[config.mk]
export PLATFORM = sky130hd
export DESIGN_NAME = voice_scheduler
export DESIGN_NICKNAME = d
export VERILOG_FILES = /design/src/rtl/voice_scheduler_pkg.sv /design/src/rtl/voice_scheduler_phase_bank.sv /design/src/rtl/voice_scheduler.sv
export SDC_FILE = /design/constraint.sdc
export NUM_CORES = 1
export LEC_CHECK = 0
export CAP_MARGIN = 5
export CORE_MARGIN = 3
export CORE_UTILIZATION = 40
export CTS_BUF_LIST = sky130_fd_sc_hd__clkbuf_8
export DETAILED_ROUTE_END_ITERATION = 8
export HOLD_SLACK_MARGIN = 0.02
export PLACE_DENSITY = 0.66
export SKIP_CTS_REPAIR_TIMING = 1
export SYNTH_ARGS = -nofsm -noshare
export SYNTH_HDL_FRONTEND = slang
export SYNTH_SLANG_ARGS = --single-unit
[constraint.sdc]
create_clock -name clk -period 5.67 [get_ports clk]
set_input_delay 1.134 -clock clk [delete_from_list [all_inputs] [get_ports clk]]
set_output_delay 1.134 -clock clk [all_outputs]
set_load 0.005 [all_outputs]
[src/rtl/voice_scheduler_pkg.sv]
// Shared types and default widths for the voice scheduler slice.
// Holds the scheduler state encoding and the sine-LUT midpoint helper.
package voice_scheduler_pkg;

    localparam int DEF_NUM_VOICES       = 6;
    localparam int DEF_ACCUMULATOR_BITS = 24;
    localparam int DEF_OUTPUT_BITS      = 12;
    localparam int DEF_VOICE_BITS       = 3;
    localparam int DEF_MIX_BITS         = DEF_OUTPUT_BITS + DEF_VOICE_BITS;

    // Offset-binary zero point of an unsigned LUT sample of the given width.
    function automatic int lut_mid_for(input int bits);
        return 1 << (bits - 1);
    endfunction

    localparam int LUT_MID = lut_mid_for(DEF_OUTPUT_BITS);

    typedef enum logic [1:0] {
        IDLE   = 2'd0,
        UPDATE = 2'd1,
        MIX    = 2'd2,
        DONE   = 2'd3
    } sched_state_t;

endpackage

[src/rtl/voice_scheduler_phase_bank.sv]
// Per-voice tuning, gate and phase storage with config write port and indexed advance.
// VOICE_SCHEDULER_PHASE_SYNC_EN: a gate 0->1 write also restarts that voice's phase at 0.
module phase_accumulator_bank
    import voice_scheduler_pkg::*;
#(
    parameter int NUM_VOICES       = DEF_NUM_VOICES,
    parameter int ACCUMULATOR_BITS = DEF_ACCUMULATOR_BITS,
    parameter int VOICE_BITS       = DEF_VOICE_BITS
) (
    input  logic                        clk,
    input  logic                        rst_n,
    input  logic                        cfg_we,
    input  logic [VOICE_BITS-1:0]       cfg_voice,
    input  logic [ACCUMULATOR_BITS-1:0] cfg_tuning,
    input  logic                        cfg_gate,
    input  logic [VOICE_BITS-1:0]       rd_voice,
    input  logic                        upd_en,
    output logic [ACCUMULATOR_BITS-1:0] rd_phase_next,
    output logic                        rd_gate
);

    logic [ACCUMULATOR_BITS-1:0] tuning_q [NUM_VOICES];
    logic [ACCUMULATOR_BITS-1:0] tuning_d [NUM_VOICES];
    logic [ACCUMULATOR_BITS-1:0] phase_q  [NUM_VOICES];
    logic [ACCUMULATOR_BITS-1:0] phase_d  [NUM_VOICES];
    logic                        gate_q   [NUM_VOICES];
    logic                        gate_d   [NUM_VOICES];

    logic [ACCUMULATOR_BITS-1:0] rd_phase;
    logic [ACCUMULATOR_BITS-1:0] rd_tuning;

    genvar gi;
    generate
        for (gi = 0; gi < NUM_VOICES; gi++) begin : g_voice
            logic cfg_hit;
            logic advance;

            // Writes to indices beyond the last voice never match any slot.
            assign cfg_hit  = cfg_we && (cfg_voice == VOICE_BITS'(gi));
            assign advance  = upd_en && (rd_voice == VOICE_BITS'(gi)) && gate_q[gi];

            assign tuning_d[gi] = cfg_hit ? cfg_tuning : tuning_q[gi];
            assign gate_d[gi]   = cfg_hit ? cfg_gate   : gate_q[gi];

`ifdef VOICE_SCHEDULER_PHASE_SYNC_EN
            logic onset;
            // The clear overrides a same-cycle advance; the advance only happens when already gated anyway.
            assign onset       = cfg_hit && cfg_gate && !gate_q[gi];
            assign phase_d[gi] = onset   ? '0
                               : advance ? phase_q[gi] + tuning_q[gi]
                               :           phase_q[gi];
`else
            assign phase_d[gi] = advance ? phase_q[gi] + tuning_q[gi] : phase_q[gi];
`endif
        end
    endgenerate

    always_ff @(posedge clk or negedge rst_n) begin
        if (!rst_n) begin
            for (int i = 0; i < NUM_VOICES; i++) begin
                tuning_q[i] <= '0;
                phase_q[i]  <= '0;
                gate_q[i]   <= 1'b0;
            end
        end else begin
            for (int i = 0; i < NUM_VOICES; i++) begin
                tuning_q[i] <= tuning_d[i];
                phase_q[i]  <= phase_d[i];
                gate_q[i]   <= gate_d[i];
            end
        end
    end

    // Indexed read reflects pre-write state, so a colliding config write lands after the update.
    always_comb begin
        rd_phase  = '0;
        rd_tuning = '0;
        rd_gate   = 1'b0;
        for (int i = 0; i < NUM_VOICES; i++) begin
            if (rd_voice == VOICE_BITS'(i)) begin
                rd_phase  = phase_q[i];
                rd_tuning = tuning_q[i];
                rd_gate   = gate_q[i];
            end
        end
        rd_phase_next = rd_gate ? rd_phase + rd_tuning : rd_phase;
    end

endmodule

[src/rtl/voice_scheduler.sv]
// Time-multiplexes one shared sine LUT across NUM_VOICES phase accumulators and mixes the result.
// Build option VOICE_SCHEDULER_PHASE_SYNC_EN is handled inside phase_accumulator_bank.
module voice_scheduler
    import voice_scheduler_pkg::*;
#(
    parameter int NUM_VOICES       = DEF_NUM_VOICES,
    parameter int ACCUMULATOR_BITS = DEF_ACCUMULATOR_BITS,
    parameter int OUTPUT_BITS      = DEF_OUTPUT_BITS,
    parameter int VOICE_BITS       = DEF_VOICE_BITS,
    parameter int MIX_BITS         = OUTPUT_BITS + VOICE_BITS
) (
    input  logic                        clk,
    input  logic                        rst_n,
    input  logic                        sample_tick,
    input  logic                        cfg_we,
    input  logic [VOICE_BITS-1:0]       cfg_voice,
    input  logic [ACCUMULATOR_BITS-1:0] cfg_tuning,
    input  logic                        cfg_gate,
    output logic [ACCUMULATOR_BITS-1:0] lut_phase,
    input  logic [OUTPUT_BITS-1:0]      lut_data,
    output logic signed [MIX_BITS-1:0]  mix_out,
    output logic                        mix_valid,
    output logic                        busy,
    output logic                        overrun
);

    localparam int                    LUT_MID_L  = lut_mid_for(OUTPUT_BITS);
    localparam logic [VOICE_BITS-1:0] LAST_VOICE = VOICE_BITS'(NUM_VOICES - 1);

    sched_state_t                  state_q, state_d;
    logic [VOICE_BITS-1:0]         v_q, v_d;
    logic signed [MIX_BITS-1:0]    acc_q, acc_d;
    logic [ACCUMULATOR_BITS-1:0]   lut_phase_q, lut_phase_d;
    logic signed [MIX_BITS-1:0]    mix_out_q, mix_out_d;
    logic                          mix_valid_q, mix_valid_d;
    logic                          busy_q, busy_d;
    logic                          overrun_q, overrun_d;

    logic                          upd_en;
    logic [ACCUMULATOR_BITS-1:0]   bank_phase_next;
    logic                          bank_gate;
    logic signed [MIX_BITS-1:0]    sample_s;
    logic signed [MIX_BITS-1:0]    acc_sum;

    phase_accumulator_bank #(
        .NUM_VOICES       (NUM_VOICES),
        .ACCUMULATOR_BITS (ACCUMULATOR_BITS),
        .VOICE_BITS       (VOICE_BITS)
    ) u_bank (
        .clk           (clk),
        .rst_n         (rst_n),
        .cfg_we        (cfg_we),
        .cfg_voice     (cfg_voice),
        .cfg_tuning    (cfg_tuning),
        .cfg_gate      (cfg_gate),
        .rd_voice      (v_q),
        .upd_en        (upd_en),
        .rd_phase_next (bank_phase_next),
        .rd_gate       (bank_gate)
    );

    // Offset-binary LUT sample re-centred to signed; ungated voices add nothing.
    always_comb begin
        sample_s = $signed(MIX_BITS'(lut_data)) - $signed(MIX_BITS'(LUT_MID_L));
        acc_sum  = bank_gate ? acc_q + sample_s : acc_q;
    end

    always_comb begin
        state_d     = state_q;
        v_d         = v_q;
        acc_d       = acc_q;
        lut_phase_d = lut_phase_q;
        mix_out_d   = mix_out_q;
        mix_valid_d = 1'b0;
        busy_d      = busy_q;
        upd_en      = 1'b0;
        overrun_d   = overrun_q | (sample_tick && (state_q != IDLE));

        case (state_q)
            IDLE: begin
                if (sample_tick) begin
                    acc_d   = '0;
                    v_d     = '0;
                    busy_d  = 1'b1;
                    state_d = UPDATE;
                end
            end
            UPDATE: begin
                upd_en      = 1'b1;
                lut_phase_d = bank_phase_next;
                state_d     = MIX;
            end
            MIX: begin
                acc_d = acc_sum;
                if (v_q == LAST_VOICE) begin
                    // Load the result on entry to DONE so mix_out and mix_valid appear together.
                    mix_out_d   = acc_sum;
                    mix_valid_d = 1'b1;
                    state_d     = DONE;
                end else begin
                    v_d     = v_q + VOICE_BITS'(1);
                    state_d = UPDATE;
                end
            end
            DONE: begin
                busy_d  = 1'b0;
                state_d = IDLE;
            end
            default: state_d = IDLE;
        endcase
    end

    always_ff @(posedge clk or negedge rst_n) begin
        if (!rst_n) begin
            state_q     <= IDLE;
            v_q         <= '0;
            acc_q       <= '0;
            lut_phase_q <= '0;
            mix_out_q   <= '0;
            mix_valid_q <= 1'b0;
            busy_q      <= 1'b0;
            overrun_q   <= 1'b0;
        end else begin
            state_q     <= state_d;
            v_q         <= v_d;
            acc_q       <= acc_d;
            lut_phase_q <= lut_phase_d;
            mix_out_q   <= mix_out_d;
            mix_valid_q <= mix_valid_d;
            busy_q      <= busy_d;
            overrun_q   <= overrun_d;
        end
    end

    assign lut_phase = lut_phase_q;
    assign mix_out   = mix_out_q;
    assign mix_valid = mix_valid_q;
    assign busy      = busy_q;
    assign overrun   = overrun_q;

endmodule

# ---- After elaboration in Yosys (flattened, before gate mapping)
# Index checks and enable logic that the tools add are counted.
dict set report totals {
  out_inout_bits 42
  reg_bits 356
  latchBits 0
  mem_count 0
  ramBits 0
  rom_bits 0
}
dict set report classes {
  n_reduce_logical 29
  addsub 10
  mul 0
  div 0
  mux 33
  bitwise_logic 1
  shifts 0
  magnitude_cmp 0
  n_eq_ne 15
}
# cell count
set ops {}
lappend ops {{$mux W24} 13}
lappend ops {{$add A24 B24 Y24} 7}
lappend ops {{$mux W15} 2}
lappend ops {{$pmux W15 S2} 1}
lappend ops {{$logic_and A1 B1 Y1} 19}
lappend ops {{$add A15 B13 Y15} 1}
lappend ops {{$sub A12 B12 Y13 const B} 1}
lappend ops {{$eq A3 B2 Y1 const B} 4}
lappend ops {{$eq A3 B3 Y1 const B} 4}
lappend ops {{$mux W1} 10}
lappend ops {{$pmux W2 S4} 1}
lappend ops {{$eq A3 B1 Y1 const B} 2}
lappend ops {{$logic_not A3 Y1} 2}
lappend ops {{$mux W3} 2}
lappend ops {{$pmux W3 S2} 1}
lappend ops {{$reduce_and A2 Y1} 3}
lappend ops {{$reduce_bool A2 Y1} 3}
lappend ops {{$eq A2 B2 Y1 const B} 2}
lappend ops {{$mux W2} 2}
lappend ops {{$ne A2 B2 Y1 const B} 2}
lappend ops {{$add A3 B1 Y3 const B} 1}
lappend ops {{$reduce_and A3 Y1} 1}
lappend ops {{$eq A2 B1 Y1 const B} 1}
lappend ops {{$logic_not A2 Y1} 1}
lappend ops {{2 further kinds} 2}

# ---- Longest topological paths before layout
dict set report depth {
  depth_word 9
  depth_mapped 24
  depth_no_buf 20
}

# ---- By module
# Synthesis repeated with hierarchy kept, for this count alone.
dict set report unflattened {
  cells_unflattened 2470
  hier_area_um2 23792.8
}
# mod cells_each area_per_inst_um2 n_inst
set modules_own_cells {}
lappend modules_own_cells {phase_accumulator_bank 2158 20567.2 1}
lappend modules_own_cells {voice_scheduler 312 3225.6 1}

# ---- Worst setup path after synthesis
# Ideal clock, no wire load.
dict set report synth_path {
  kind {register to register}
  from {reg v_q[2]}
  to {reg lut_phase_q[22], in the netlist lut_phase[22]}
  arrival_time_ps 4616
  path_buffers 6
  t_required_ps 5593
  stages_incl_launch_ff 25
  slack_ps 977
  synth_period_minus_slack_ps 4693
  setup_time_ps 77
  cell_sequence {dfrtp_1 > clkbuf_1 > inv_1 > clkbuf_1 > ha_1 > clkbuf_1 > buf_1 > clkbuf_1 > clkbuf_1 > nand2_1 > o311ai_0 > o21ai_0 > o21ai_0 > ha_1 > inv_1 > fa_1 > nor2b_1 > o31ai_1 > a21oi_1 > a211oi_1 > o211ai_1 > a41oi_1 > xnor2_1 > nand2_1 > a21oi_1}
}
dict set report synth_via {
  elab_chain_len 9
  word_cells_on_any_way 26
  classes_between {add/sub (1); eq/ne (5); mux (19); reduce/logical (1)}
}
# element line_no
set synth_rtl {}
lappend synth_rtl {{start, declared} voice_scheduler.sv:31} ;# logic [VOICE_BITS-1:0] v_q, v_d;
lappend synth_rtl {{start signal, assigned} voice_scheduler.sv:125} ;# v_q <= v_d;
lappend synth_rtl {{$logic_not A3 Y1} voice_scheduler_phase_bank.sv:80} ;# if (rd_voice == VOICE_BITS'(i)) begin
lappend synth_rtl {{$mux W24 (6 in series)} voice_scheduler_phase_bank.sv:80}
lappend synth_rtl {{$add A24 B24 Y24} voice_scheduler_phase_bank.sv:86} ;# rd_phase_next = rd_gate ? rd_phase + rd_tuning : rd_phase;
lappend synth_rtl {{$mux W24 *} voice_scheduler_phase_bank.sv:86}
lappend synth_rtl {{end signal, assigned} voice_scheduler.sv:127} ;# lut_phase_q <= lut_phase_d;
lappend synth_rtl {{end, declared} voice_scheduler.sv:33} ;# logic [ACCUMULATOR_BITS-1:0] lut_phase_q, lut_phase_d;
# Every way passes the cells marked *; elsewhere a longest branch is shown, timed or not.
# A chain may end at the register's enable or synchronous reset.

# ---- Final worst setup path
dict set report layout_path {
  from {reg v_q[0]}
  to {reg lut_phase_q[21], in the netlist lut_phase[21]}
}
# Same word-level chain as after synthesis.

==> results.py <==
metrics = {
    "global_routing": {
        "grt.overflow.total": 0,
        "grt_max_degree": 120,
        "grt_use_total": 0.223,
        "grt_pass1_wl_mm": 112,
        "antenna_found_initial": 1,
        "grt_pass1_vias": 19900,
    },
    "sta": {
        "worstMarginPinSlew_ps": 1180,
        "fin_ws_ps": 423,
        "fin_crit_sh": 0.925,
        "layout_min_cycle_time_ps": 5250,
        "slew_headroom": 0.208,
        "fmax_mhz": 191,
        "tns_ps": 0,
        "rsz0062_at_grt": "false",
        "drv_slew": 0,
        "fin_worst_skew_ps": 16.2,
        "hold_violations": 0,
        "setup_viol": 0,
    },
    "finish": {
        "final_layout_size_suffix_gt1_frac": 0.117,
        "fin_nets": 2931,
        "area_delta_synth_final_pct": 12.9,
        "seqCellArea_um2": 8910,
        "layout_commonest_cell": "dfrtp_1",
        "final_cell_mix": "dfrtp_1 (356), nand2_1 (348), o21ai_0 (299)",
        "utilization": 0.462,
        "layoutNonFillerInstCount": 3506,
        "multi_input_area_um2": 14300,
        "fin_area_um2": 26900,
        "fill_cells": 5476,
    },
    "drt": {
        "ant_nets": 0,
        "firstDrtPassIters": 7,
        "drc": 0,
        "vias_per_cell": 5.85,
        "first_iter_violations": 1620,
        "wl_per_cell_um": 20.4,
        "drt_wl_total_mm": 71.4,
        "vias": 20500,
    },
    "logic_synthesis": {
        "synthArstFlopShare": 1.00,
        "synth_cell_types": 77,
        "ys_ff_latch": 356,
        "synth-main-ff-cell": "dfrtp_1",
        "yosys_warnings": 0,
        "synth-edff-count": 0,
        "syn_nets": 2857,
        "mappedNetlistArea_um2": 23900,
        "synth_cells": 2625,
        "yosysSeqAreaShare": 0.373,
        "syn_area_per_cell_um2": 9.09,
    },
    "worst_setup_path": {
        "cp-start-kind": "register",
        "crit_path_max_fanout": 26,
        "endpoint_kind": "register",
        "crit_start": "v_q[0]$_DFFE_PN0P_",
        "worstPathRequired_ps": 6180,
        "cp_data_arrival_time_ps": 5760,
        "worstReg2RegStart": "v_q[0]$_DFFE_PN0P_",
        "critPathKind": "register to register",
    },
    "die": {
        "coreArea_um2": 58400,
        "dieArea_um2": 62700,
        "start_util": 0.409,
        "die_y_um": 250,
        "io_pins": 86,
        "num_rows": 88,
        "die_x_um": 250,
    },
    "placement": {
        "place_congestion": 0.940,
        "dp_cells": 3394,
        "dp_slack_ps": 590,
        "io_buffers": 85,
        "hpwl_mm": 53.2,
        "placed_area_um2": 25600,
    },
    "power_and_ir_drop": {
        "ir_worst_vdd_mv": 0.331,
        "power_density_nw_per_um2": 600,
        "p_leak_nw": 12.1,
    },
    "run": {
        "drv_cap": 0,
    },
    "cts": {
        "cts_made_buffers": 68,
        "cts_tree": "done",
        "cts_sinks": 356,
        "clock_path_buffers": 3,
        "ctsRootBufferMaster": "clkbuf_8",
        "clkTransAtPathRegs_ps": 60,
        "clk_latency_ps": 630,
        "htree_levels": 3,
    },
    "worst_hold_path": {
        "min_path_type": "register to register",
        "holdCritStartpoint": "mix_out[11]$_DFFE_PN0P_",
    },
    "outcome": {
        "status": "complete, no violations",
    },
}
## cells in the mapped netlist, types with 42 or more instances
| library cell | count | area share |
|---|---|---|
| o21ai_0 | 299 | 0.063 |
| clkbuf_1 | 117 | 0.018 |
| nor3_1 | 42 | 0.0088 |
| nor2_1 | 150 | 0.024 |
| xor2_1 | 83 | 0.030 |
| inv_1 | 60 | 0.0094 |
| dfrtp_1 | 356 | 0.37 |
| ha_1 | 180 | 0.094 |
| a21o_1 | 62 | 0.019 |
| mux2_2 | 155 | 0.073 |
| nand2_1 | 348 | 0.055 |
| a21oi_1 | 216 | 0.045 |
| xnor2_1 | 58 | 0.021 |
## worst paths after layout
kind / endpoint / slack [ps] / cells past startpoint
setup reg to reg: lut_phase[21]$_DFFE_PN0N_ / 420 / 18
hold reg to reg: mix_out[11]$_DFFE_PN0P_ / 460 / 2
hold / removal: mix_out[11]$_DFFE_PN0P_ / 460 / 2
min in group asynchronous: lut_phase[5]$_DFFE_PN0N_ / 520 / 1
setup / recovery: lut_phase[21]$_DFFE_PN0N_ / 420 / 18
max in group asynchronous: u_bank.phase_q[51]$_DFFE_PN0P_ / 3900 / 2
## per-stage QoR
step / power [mW] / hold WS [ps]
after floorplan: 10.7 / 442
after global placement: 13.1 / 449
after detailed placement: 13.4 / 457
after CTS: 16.1 / 470
after global routing: 17.5 / 483
final: 16.2 / 461
## registers in the layout (all words and copies together) (netlist names)
| register | count |
|---|---|
| acc_q | 15 |
| busy | 1 |
| lut_phase | 24 |
| mix_out | 15 |
| mix_valid | 1 |
| overrun | 1 |
| state_q | 2 |
| u_bank.gate_q | 6 |
| u_bank.phase_q | 144 |
| u_bank.tuning_q | 144 |
| v_q | 3 |
## worst max-delay path, cell delays in order (launching register included)
cell,delay (ps)
dfrtp_1,430
inv_1,110
ha_1,460
nor3b_2,250
buf_4,330
a221oi_1,160
o311ai_0,510
o21ai_0,160
o21ai_0,180
ha_1,260
o21ai_0,150
o211ai_1,380
a31oi_1,210
o31ai_1,650
a21oi_1,220
o21ai_0,260
xnor2_1,140
o21ai_0,100
o21a_1,130
## routing by layer
metal / routed length [µm] / global-route usage / vias up
li1: - / - / 9747
met1: 33300 / 0.315 / 9962
met2: 31300 / 0.346 / 678
met3: 4770 / 0.0383 / 119
met4: 1950 / 0.0770 / 0
met5: 0 / 0 / -
## power by group
group          switching, mW  leakage [nW]  total, mW  internal [mW]
sequential             0.806          4.46       4.15           3.34
combinational           5.55          6.87       9.42           3.87
clock                   1.15         0.754       2.60           1.45
total                   7.51          12.1       16.2           8.67
## layout make-up
type                    count  share of cell area
well taps                 765              0.0355
multi-input cells        2088               0.532
repair buffers            124              0.0436
inverters                  61             0.00850
clock buffers              87              0.0444
diodes                      1           0.0000929
clock inverters            24             0.00580
flip-flops and latches    356               0.331
## cell families (layout without fill, tap and decap cells)
| family | after synthesis | after routing | synth area share |
|---|---|---|---|
| compound gates | 868 | 868 | 0.229 |
| fa+ha+maj | 188 | 188 | 0.101 |
| simple gates | 719 | 719 | 0.136 |
| buf+inv | 181 | 296 | 0.0285 |
| mux | 172 | 172 | 0.0802 |
| other cells | 0 | 1 | 0 |
| xor+xnor | 141 | 141 | 0.0517 |
| flops | 356 | 356 | 0.373 |
Power figures use the tool's default switching activity.
